**src/rtl/mmio_timer_responder_pkg.sv**
```systemverilog
// Shared constants for the memory-mapped timer / LED / digit responder.
// Register offsets are byte offsets inside the peripheral window.
package mmio_timer_responder_pkg;

    localparam logic [31:0] DEFAULT_BASE_ADDR = 32'h4000_0000;

    localparam logic [7:0] OFF_TH      = 8'h00;
    localparam logic [7:0] OFF_TL      = 8'h04;
    localparam logic [7:0] OFF_TCON    = 8'h08;
    localparam logic [7:0] OFF_LED     = 8'h0C;
    localparam logic [7:0] OFF_DIGI    = 8'h10;
    localparam logic [7:0] OFF_SYSTICK = 8'h14;

    localparam int TCON_EN   = 0;
    localparam int TCON_IE   = 1;
    localparam int TCON_IS   = 2;
    localparam int TCON_BITS = 3;

    typedef enum logic [2:0] {
        SEL_NONE,
        SEL_TH,
        SEL_TL,
        SEL_TCON,
        SEL_LED,
        SEL_DIGI,
        SEL_SYSTICK
    } reg_sel_e;

endpackage

```
**src/rtl/mmio_timer_responder_if.sv**
```systemverilog
// Processor memory-port signals as seen by a memory-mapped responder.
// The processor side is the master; the responder answers with read data and hit.
interface mmio_timer_responder_if;

    logic [31:0] Address;
    logic        MemRead;
    logic        MemWrite;
    logic [31:0] Write_data;
    logic [31:0] Mem_data;
    logic        hit;

    modport master (
        output Address, MemRead, MemWrite, Write_data,
        input  Mem_data, hit
    );

    modport slave (
        input  Address, MemRead, MemWrite, Write_data,
        output Mem_data, hit
    );

endinterface

```
**src/rtl/mmio_timer_responder_reload_timer.sv**
```systemverilog
// Reloading 32-bit timer: TH holds the reload value, TL counts up while
// enabled and reloads from TH after reaching all-ones. TCON carries enable,
// interrupt enable and sticky interrupt status. A bus write always beats the
// timer's own update of the same register, so software never loses a race.
module reload_timer
    import mmio_timer_responder_pkg::*;
(
    input  logic        clk,
    input  logic        reset,
    input  logic        wr_th,
    input  logic        wr_tl,
    input  logic        wr_tcon,
    input  logic [31:0] wdata,
    output logic [31:0] th,
    output logic [31:0] tl,
    output logic [31:0] tcon,
    output logic        irq
);

    logic [31:0]          th_q;
    logic [31:0]          tl_q;
    logic [TCON_BITS-1:0] tcon_q;
    logic                 overflow;

    assign overflow = tcon_q[TCON_EN] && (tl_q == 32'hFFFF_FFFF);

    // Reload value only changes by a bus write; a reload in the same edge still sees the old value.
    always_ff @(posedge clk) begin
        if (reset) begin
            th_q <= '0;
        end else if (wr_th) begin
            th_q <= wdata;
        end
    end

    // Counter: bus write wins, otherwise count or reload when enabled, otherwise hold.
    always_ff @(posedge clk) begin
        if (reset) begin
            tl_q <= '0;
        end else if (wr_tl) begin
            tl_q <= wdata;
        end else if (tcon_q[TCON_EN]) begin
            tl_q <= overflow ? th_q : tl_q + 32'd1;
        end
    end

    // Control/status: a bus write replaces all bits, otherwise an overflow sets sticky status.
    always_ff @(posedge clk) begin
        if (reset) begin
            tcon_q <= '0;
        end else if (wr_tcon) begin
            tcon_q <= wdata[TCON_BITS-1:0];
        end else if (overflow && tcon_q[TCON_IE]) begin
            tcon_q[TCON_IS] <= 1'b1;
        end
    end

    assign th   = th_q;
    assign tl   = tl_q;
    assign tcon = 32'(tcon_q);
    assign irq  = tcon_q[TCON_IE] & tcon_q[TCON_IS];

endmodule

```
**src/rtl/mmio_timer_responder.sv**
```systemverilog
// Memory-mapped peripheral responder: reloading timer, LED register, seven-segment
// digit register and a free-running systick counter. Reads are combinational so
// the processor sees data in the same cycle as the address, exactly like memory.
module mmio_timer_responder
    import mmio_timer_responder_pkg::*;
#(
    parameter logic [31:0] BASE_ADDR   = DEFAULT_BASE_ADDR,
    parameter int          WINDOW_BITS = 8,
    parameter int          LED_W       = 8,
    parameter int          DIGI_W      = 12
) (
    input  logic                  clk,
    input  logic                  reset,
    mmio_timer_responder_if.slave bus,
    output logic                  irq,
    output logic [LED_W-1:0]      leds,
    output logic [DIGI_W-1:0]     digi
);

    logic [WINDOW_BITS-1:0] offset;
    reg_sel_e               sel;
    logic                   wr_en;
    logic [31:0]            th;
    logic [31:0]            tl;
    logic [31:0]            tcon;
    logic [31:0]            systick;
    logic [LED_W-1:0]       led_q;
    logic [DIGI_W-1:0]      digi_q;
    logic [31:0]            rdata;

    assign bus.hit = (bus.Address[31:WINDOW_BITS] == BASE_ADDR[31:WINDOW_BITS]);
    assign offset  = bus.Address[WINDOW_BITS-1:0] & ~WINDOW_BITS'(3);
    assign wr_en   = bus.hit && bus.MemWrite;

    // Map the word offset inside the window onto a register select.
    always_comb begin
        sel = SEL_NONE;
        case (offset)
            WINDOW_BITS'(OFF_TH):      sel = SEL_TH;
            WINDOW_BITS'(OFF_TL):      sel = SEL_TL;
            WINDOW_BITS'(OFF_TCON):    sel = SEL_TCON;
            WINDOW_BITS'(OFF_LED):     sel = SEL_LED;
            WINDOW_BITS'(OFF_DIGI):    sel = SEL_DIGI;
            WINDOW_BITS'(OFF_SYSTICK): sel = SEL_SYSTICK;
            default:                   sel = SEL_NONE;
        endcase
    end

    reload_timer u_timer (
        .clk     (clk),
        .reset   (reset),
        .wr_th   (wr_en && (sel == SEL_TH)),
        .wr_tl   (wr_en && (sel == SEL_TL)),
        .wr_tcon (wr_en && (sel == SEL_TCON)),
        .wdata   (bus.Write_data),
        .th      (th),
        .tl      (tl),
        .tcon    (tcon),
        .irq     (irq)
    );

    // LED and digit registers take bus writes; systick free-runs and ignores writes.
    always_ff @(posedge clk) begin
        if (reset) begin
            led_q   <= '0;
            digi_q  <= '0;
            systick <= '0;
        end else begin
            systick <= systick + 32'd1;
            if (wr_en && (sel == SEL_LED)) begin
                led_q <= bus.Write_data[LED_W-1:0];
            end
            if (wr_en && (sel == SEL_DIGI)) begin
                digi_q <= bus.Write_data[DIGI_W-1:0];
            end
        end
    end

    // Read mux shows pre-write register values, zero-extending the narrow ones.
    always_comb begin
        rdata = '0;
        case (sel)
            SEL_TH:      rdata = th;
            SEL_TL:      rdata = tl;
            SEL_TCON:    rdata = tcon;
            SEL_LED:     rdata = 32'(led_q);
            SEL_DIGI:    rdata = 32'(digi_q);
            SEL_SYSTICK: rdata = systick;
            default:     rdata = '0;
        endcase
    end

    assign bus.Mem_data = (bus.hit && bus.MemRead) ? rdata : 32'h0;
    assign leds         = led_q;
    assign digi         = digi_q;

endmodule

```
**src/flat_wrapper.sv**
```systemverilog
// flat-port wrapper written by rule: the top's interface ports become plain ports
module mmio_timer_responder_flat import mmio_timer_responder_pkg::*;
#(
    parameter logic [31:0] BASE_ADDR   = DEFAULT_BASE_ADDR,
    parameter int          WINDOW_BITS = 8,
    parameter int          LED_W       = 8,
    parameter int          DIGI_W      = 12
)
  (clk, reset, irq, leds, digi, bus_Address, bus_MemRead, bus_MemWrite, bus_Write_data, bus_Mem_data, bus_hit);
  mmio_timer_responder_if bus_i ();
  input  logic clk;
  input  logic reset;
  output logic irq;
  output logic [LED_W-1:0] leds;
  output logic [DIGI_W-1:0] digi;
  input wire logic [$bits(bus_i.Address)-1:0] bus_Address;
  input wire logic [$bits(bus_i.MemRead)-1:0] bus_MemRead;
  input wire logic [$bits(bus_i.MemWrite)-1:0] bus_MemWrite;
  input wire logic [$bits(bus_i.Write_data)-1:0] bus_Write_data;
  output wire logic [$bits(bus_i.Mem_data)-1:0] bus_Mem_data;
  output wire logic [$bits(bus_i.hit)-1:0] bus_hit;
  assign bus_i.Address = bus_Address;
  assign bus_i.MemRead = bus_MemRead;
  assign bus_i.MemWrite = bus_MemWrite;
  assign bus_i.Write_data = bus_Write_data;
  assign bus_Mem_data = bus_i.Mem_data;
  assign bus_hit = bus_i.hit;
  mmio_timer_responder #(.BASE_ADDR(BASE_ADDR), .WINDOW_BITS(WINDOW_BITS), .LED_W(LED_W), .DIGI_W(DIGI_W)) u_core (.clk(clk), .reset(reset), .bus(bus_i), .irq(irq), .leds(leds), .digi(digi));
endmodule
```
**config.mk**
```make
export PLATFORM = sky130hd
export DESIGN_NAME = mmio_timer_responder_flat
export DESIGN_NICKNAME = d
export VERILOG_FILES = /design/src/rtl/mmio_timer_responder_pkg.sv /design/src/rtl/mmio_timer_responder_if.sv /design/src/rtl/mmio_timer_responder_reload_timer.sv /design/src/rtl/mmio_timer_responder.sv /design/src/flat_wrapper.sv
export SDC_FILE = /design/constraint.sdc
export NUM_CORES = 1
export LEC_CHECK = 0
export ABC_AREA = 1
export CORE_MARGIN = 5
export CORE_UTILIZATION = 45
export CTS_CLUSTER_DIAMETER = 50
export DETAILED_ROUTE_END_ITERATION = 16
export DONT_BUFFER_PORTS = 1
export PLACE_DENSITY_LB_ADDON = 0.15
export SYNTH_ARGS = -nofsm -noshare
export SYNTH_HDL_FRONTEND = slang
export SYNTH_SLANG_ARGS = --single-unit
```
**constraint.sdc**
```tcl
create_clock -name clk -period 5.95 [get_ports clk]
set_input_delay 1.785 -clock clk [delete_from_list [all_inputs] [get_ports clk]]
set_output_delay 1.785 -clock clk [all_outputs]
set_load 0.02 [all_outputs]
```
-- After elaboration in Yosys (flattened, before gate mapping)
Cells that the tools add are included.
- input port bits: 68
- output and inout port bits: 54
- logic and storage cells: 43
- bits in registers: 119
- multiplexer cells: 8
- eq/ne operators: 13
- reduce and logical (&&, ||, !) cells: 12
- add/subtract/negate cells: 2
- bitwise operators: 1
- operators by type and width (cell ; number):
    case mux 32 bit (6 select lines) ; 1
    two-way mux 32 bit ; 4
    adder 32 x 1 -> 32 bit, second input constant ; 2
    == test 32 bit, second input constant ; 1
    == test 24 x 23 -> 1 bit, second input constant ; 1
    case mux 3 bit (6 select lines) ; 1
    == test 6 x 2 -> 1 bit, second input constant ; 2
    == test 6 x 3 -> 1 bit, second input constant ; 2
    == test 3 bit, second input constant ; 3
    logical AND 1 bit ; 9
    logical NOT 8 bit ; 1
    == test 3 x 2 -> 1 bit, second input constant ; 2
    == test 6 x 1 -> 1 bit, second input constant ; 1
    nonzero test 2 bit ; 2
    == test 3 x 1 -> 1 bit, second input constant ; 1
    two-way mux 1 bit ; 2
    AND 1 bit ; 1

-- Depth between registers and ports, before layout
- depth in word-level cells: 5
- mapped depth: 13
- gate-level depth less buffers: 12

-- Hierarchy
A second synthesis with hierarchy kept.
- cells, all modules: 1347
- area total of the unflattened synthesis: 8072.7 sq um
- by module, submodules not included (module ; cells each ; area each (sq um) ; seq. area each (sq um) ; instances):
    mmio_timer_responder ; 737 ; 4042.6 ; 1041.0 ; 1
    reload_timer ; 610 ; 4030.1 ; 1341.3 ; 1

-- Worst setup path before layout
No wires, ideal clock.
- path type: in2out
- from: input bus_Address[15]
- to: output bus_Mem_data[24]
- slack: 1011 ps
- stages on the path: 8
- data arrival time: 3154 ps
- cells stage by stage: nor2_1 -> nand2_1 -> nor2_1 -> inv_2 -> nor2_4 -> nand3b_1 -> clkbuf_1 -> a31oi_1
- word-level cells in the longest chain between the ends: 3
- ends and longest elaborated chain (element ; RTL line ; RTL):
    from (decl) ; flat_wrapper.sv:16 ; input wire logic [$bits(bus_i.Address)-1:0] bus_Address;
    == test 24 x 23 -> 1 bit ; mmio_timer_responder.sv:31 ; assign bus.hit = (bus.Address[31:WINDOW_BITS] == BASE_ADDR[31:WINDOW_BITS]);
    named net bus_hit ; flat_wrapper.sv:21 ; output wire logic [$bits(bus_i.hit)-1:0] bus_hit;
    logical AND 1 bit ; mmio_timer_responder.sv:93 ; assign bus.Mem_data = (bus.hit && bus.MemRead) ? rdata : 32'h0;
    two-way mux 32 bit ; mmio_timer_responder.sv:93 ;
    to (decl) ; flat_wrapper.sv:20 ; output wire logic [$bits(bus_i.Mem_data)-1:0] bus_Mem_data;
The timed path passes the listed nets, and every way through them passes these cells.

-- Final worst setup path
- from: input bus_Address[7]
- to: output bus_Mem_data[15]
- word-level cells in the longest chain between the ends: 5
- elaborated cells on any way between the ends: 15
- classes of those cells: eq/ne: 11; mux: 3; reduce/logical: 1
- ends and longest elaborated chain (element ; RTL line ; RTL):
    == test 6 x 3 -> 1 bit (tied with other cells) ; mmio_timer_responder.sv:38 ; case (offset)
    case mux 3 bit (6 select lines) * ; mmio_timer_responder.sv:38 ;
    == test 3 bit (tied with other cells) ; mmio_timer_responder.sv:82 ; case (sel)
    case mux 32 bit (6 select lines) * ; mmio_timer_responder.sv:82 ;
    two-way mux 32 bit * ; mmio_timer_responder.sv:93 ;
Every way passes the cells marked *; elsewhere a longest branch is shown, timed or not.

==> qor.txt <==
status -> completed
Inserted Diodes -> 0
drt first pass iters -> 5
CP startpoint kind -> input port
layout filler cell count -> 1726
met2 wire len -> 12180 um
Final Max Tran Viols -> 0
RSZ-0062 raised after global routing -> no
Placed Cells -> 1440
Hold Vio Cnt, Final -> 0
FMAX -> 190.4 MHz
Worst Setup End Kind -> primary output
drt drc -> 0
area grow syn2layout -> 12.68%
routed length on met1 -> 11530 um
Tot GR Track Use -> 26.73%
Nets -> 1309
Leakage -> 3.118 nW
Seq cells post-synth -> 119
die width -> 139.9 um
fin crit period -> 5.253 ns
Adder-Cell Fraction of Synth Area -> 0.3294%
combinational family with the most area after synthesis -> simple AND/OR/NAND/NOR gates
synthesized cell area -> 7596 um2
post_cts resized -> 0
mean post-synth cell area -> 6.141 um2
sequential share of the synthesized area -> 31.36%
antenna violations before repair -> 0
DR WL/cell -> 18.09 um
met3 routed WL -> 2355 um
commonest non-fill, non-tap cells in the layout -> 337 x nand2_1, 160 x nor2_1, 124 x inv_1
Fin Setup TNS -> 0 ns
Starting Density -> 45.81%
total clock sinks -> 119
Max rail drop VDD -> 0.1917 mV
Vias/cell -> 5.575
gr ovfl total -> 0
global-route wire length before repair -> 41650 um
CTS Buf Count -> 17
Die Area -> 19580 um2
clk_lat worst skew -> 0.43 ns
1st-iter DRT viols -> 848
multiplexer share of the synthesized area -> 0%
setup repair bufs after CTS -> 0
hpwl dp -> 18940 um
Detail Route Antenna Nets -> 0
CTS tree -> done
Synth Area in Compound Gates -> 15.06%
MaxCap Viol Count -> 0
worst hold slack -> 0.4803 ns
Synth Warn # -> 0
Synth Instances -> 1237
fin cells -> 1472
Tcrit/Tclk final -> 88.28%
Post-Synth Simple-Gate Area -> 41.87%
Yosys cell types -> 43
final setup fails -> 0
layout cells sized above 1 -> 9.505%
DIE HEIGHT -> 139.9 um
Site Rows -> 47
post-synth net total -> 1307
clk_skew -> 0.007500 ns
Root Driver -> clkbuf_16
vias in the first global route -> 7402
# IOs -> 122
top routing layer used -> met4
core region area -> 16580 um2
Data arrival, critical path -> 3.47 ns
CP max FO -> 32
PortBufs -> 0
Slew headroom -> 18.90%
Post-synth EDFFs -> 0
PwrDens -> 230.2 nW/um2
xor/xnor share of the synthesized area -> 1.845%
total number of vias -> 8206
clock tree buffer depth -> 2
hold buffer count at CTS -> 0
WL final -> 26630 um
H-tree depth -> 4
Worst Path Required -> 4.16 ns
Post-synth top flop -> dfxtp_1
largest net degree at the start of global routing -> 63
commonest non-fill, non-tap cell in the layout -> nand2_1
CP Class -> input port to primary output
measured slew at the worst slew-check pin -> 1.215 ns
final core utilization -> 51.61%
worst hold path type -> register to register
gpl congestion -> 0.8750
Async SR Flop Fraction -> 0%
clock-pin slew on the worst setup and hold paths -> 0.06 ns
[cell usage after synthesis, drive strengths merged, types with 8 or more instances]
library cell | n | area share (%)
nand3 | 81 | 5.8
a21oi | 75 | 4.9
nor3 | 39 | 2.6
nand4 | 43 | 3.5
nand2 | 345 | 17
buf | 25 | 1.7
xor2 | 9 | 1.0
nor2 | 181 | 10
clkbuf | 31 | 1.5
dfxtp | 119 | 31
o21ai | 70 | 4.8
nand3b | 8 | 0.79
or2 | 8 | 0.66
inv | 128 | 6.3
a31oi | 29 | 2.4
a22oi | 19 | 1.9
[report_power, final]
group / internal, mW / switching, mW
registers: 0.798 / 0.00202
clock network: 0.710 / 0.430
logic: 0.00772 / 0.0215
[registers in the layout, summed over array words and instances (netlist names)]
signal,cells
u_core.u_timer.tl,32
u_core.digi,12
u_core.u_timer.th,32
u_core.leds,8
u_core.systick,32
u_core.u_timer.tcon_q,3
[per-stage QoR]
| step | instance area (um2) | setup slack [ns] | power (mW) |
|---|---|---|---|
| floorplan | 7596 | 1.011 | 0.8429 |
| global placement | 7920 | 0.7315 | 0.8463 |
| detailed placement | 7920 | 0.7171 | 0.8467 |
| CTS | 8559 | 0.7162 | 1.979 |
| global route | 8559 | 0.5424 | 2.020 |
| finish | 8559 | 0.6973 | 1.971 |
[cell type report]
cell class	count	area, um2	area share (%)
Clock buffer	17	425.4	4.970
Inverter	128	480.5	5.613
Timing Repair Buffer	39	292.8	3.421
Clock inverter	15	214.0	2.500
Multi-Input combinational cell	934	4489	52.45
Tap cell	220	275.3	3.216
Sequential cell	119	2382	27.83
[kinds of logic (layout without fill, tap and decap cells)]
group / after synthesis / count (layout)
and+or+nand+nor: 713 / 713
adders and majority gates: 2 / 2
AOI/OAI and AO/OA: 203 / 203
buffers and inverters: 184 / 199
xor gates and xnor gates: 16 / 16
DFF: 119 / 119
[routing by layer]
| metal | up-vias | track usage, % |
|---|---|---|
| li1 | 4060 | - |
| met1 | 3759 | 37.62 |
| met2 | 349 | 40.69 |
| met3 | 38 | 6.408 |
| met4 | 0 | 8.108 |
| met5 | - | 0 |
[path summary, 6_finish.rpt]
path                                            start                    end  slack, ns  depth (start not counted)
worst max-delay path                   bus_Address[7]       bus_Mem_data[15]       0.70                          6
worst min-delay path                u_core.systick[0]      u_core.systick[0]       0.48                          1
worst max register to register  u_core.u_timer.tl[21]  u_core.u_timer.tl[22]       3.56                         10
worst min register to register      u_core.systick[0]      u_core.systick[0]       0.48                          1
[worst max-delay path: stages]
cell and delay (ns):
nor2_2 0.20, nand3_1 0.27, inv_2 0.51, nand2_1 0.11, a31oi_1 0.36, buf_4 0.22
(Power assumes the default switching activity.)
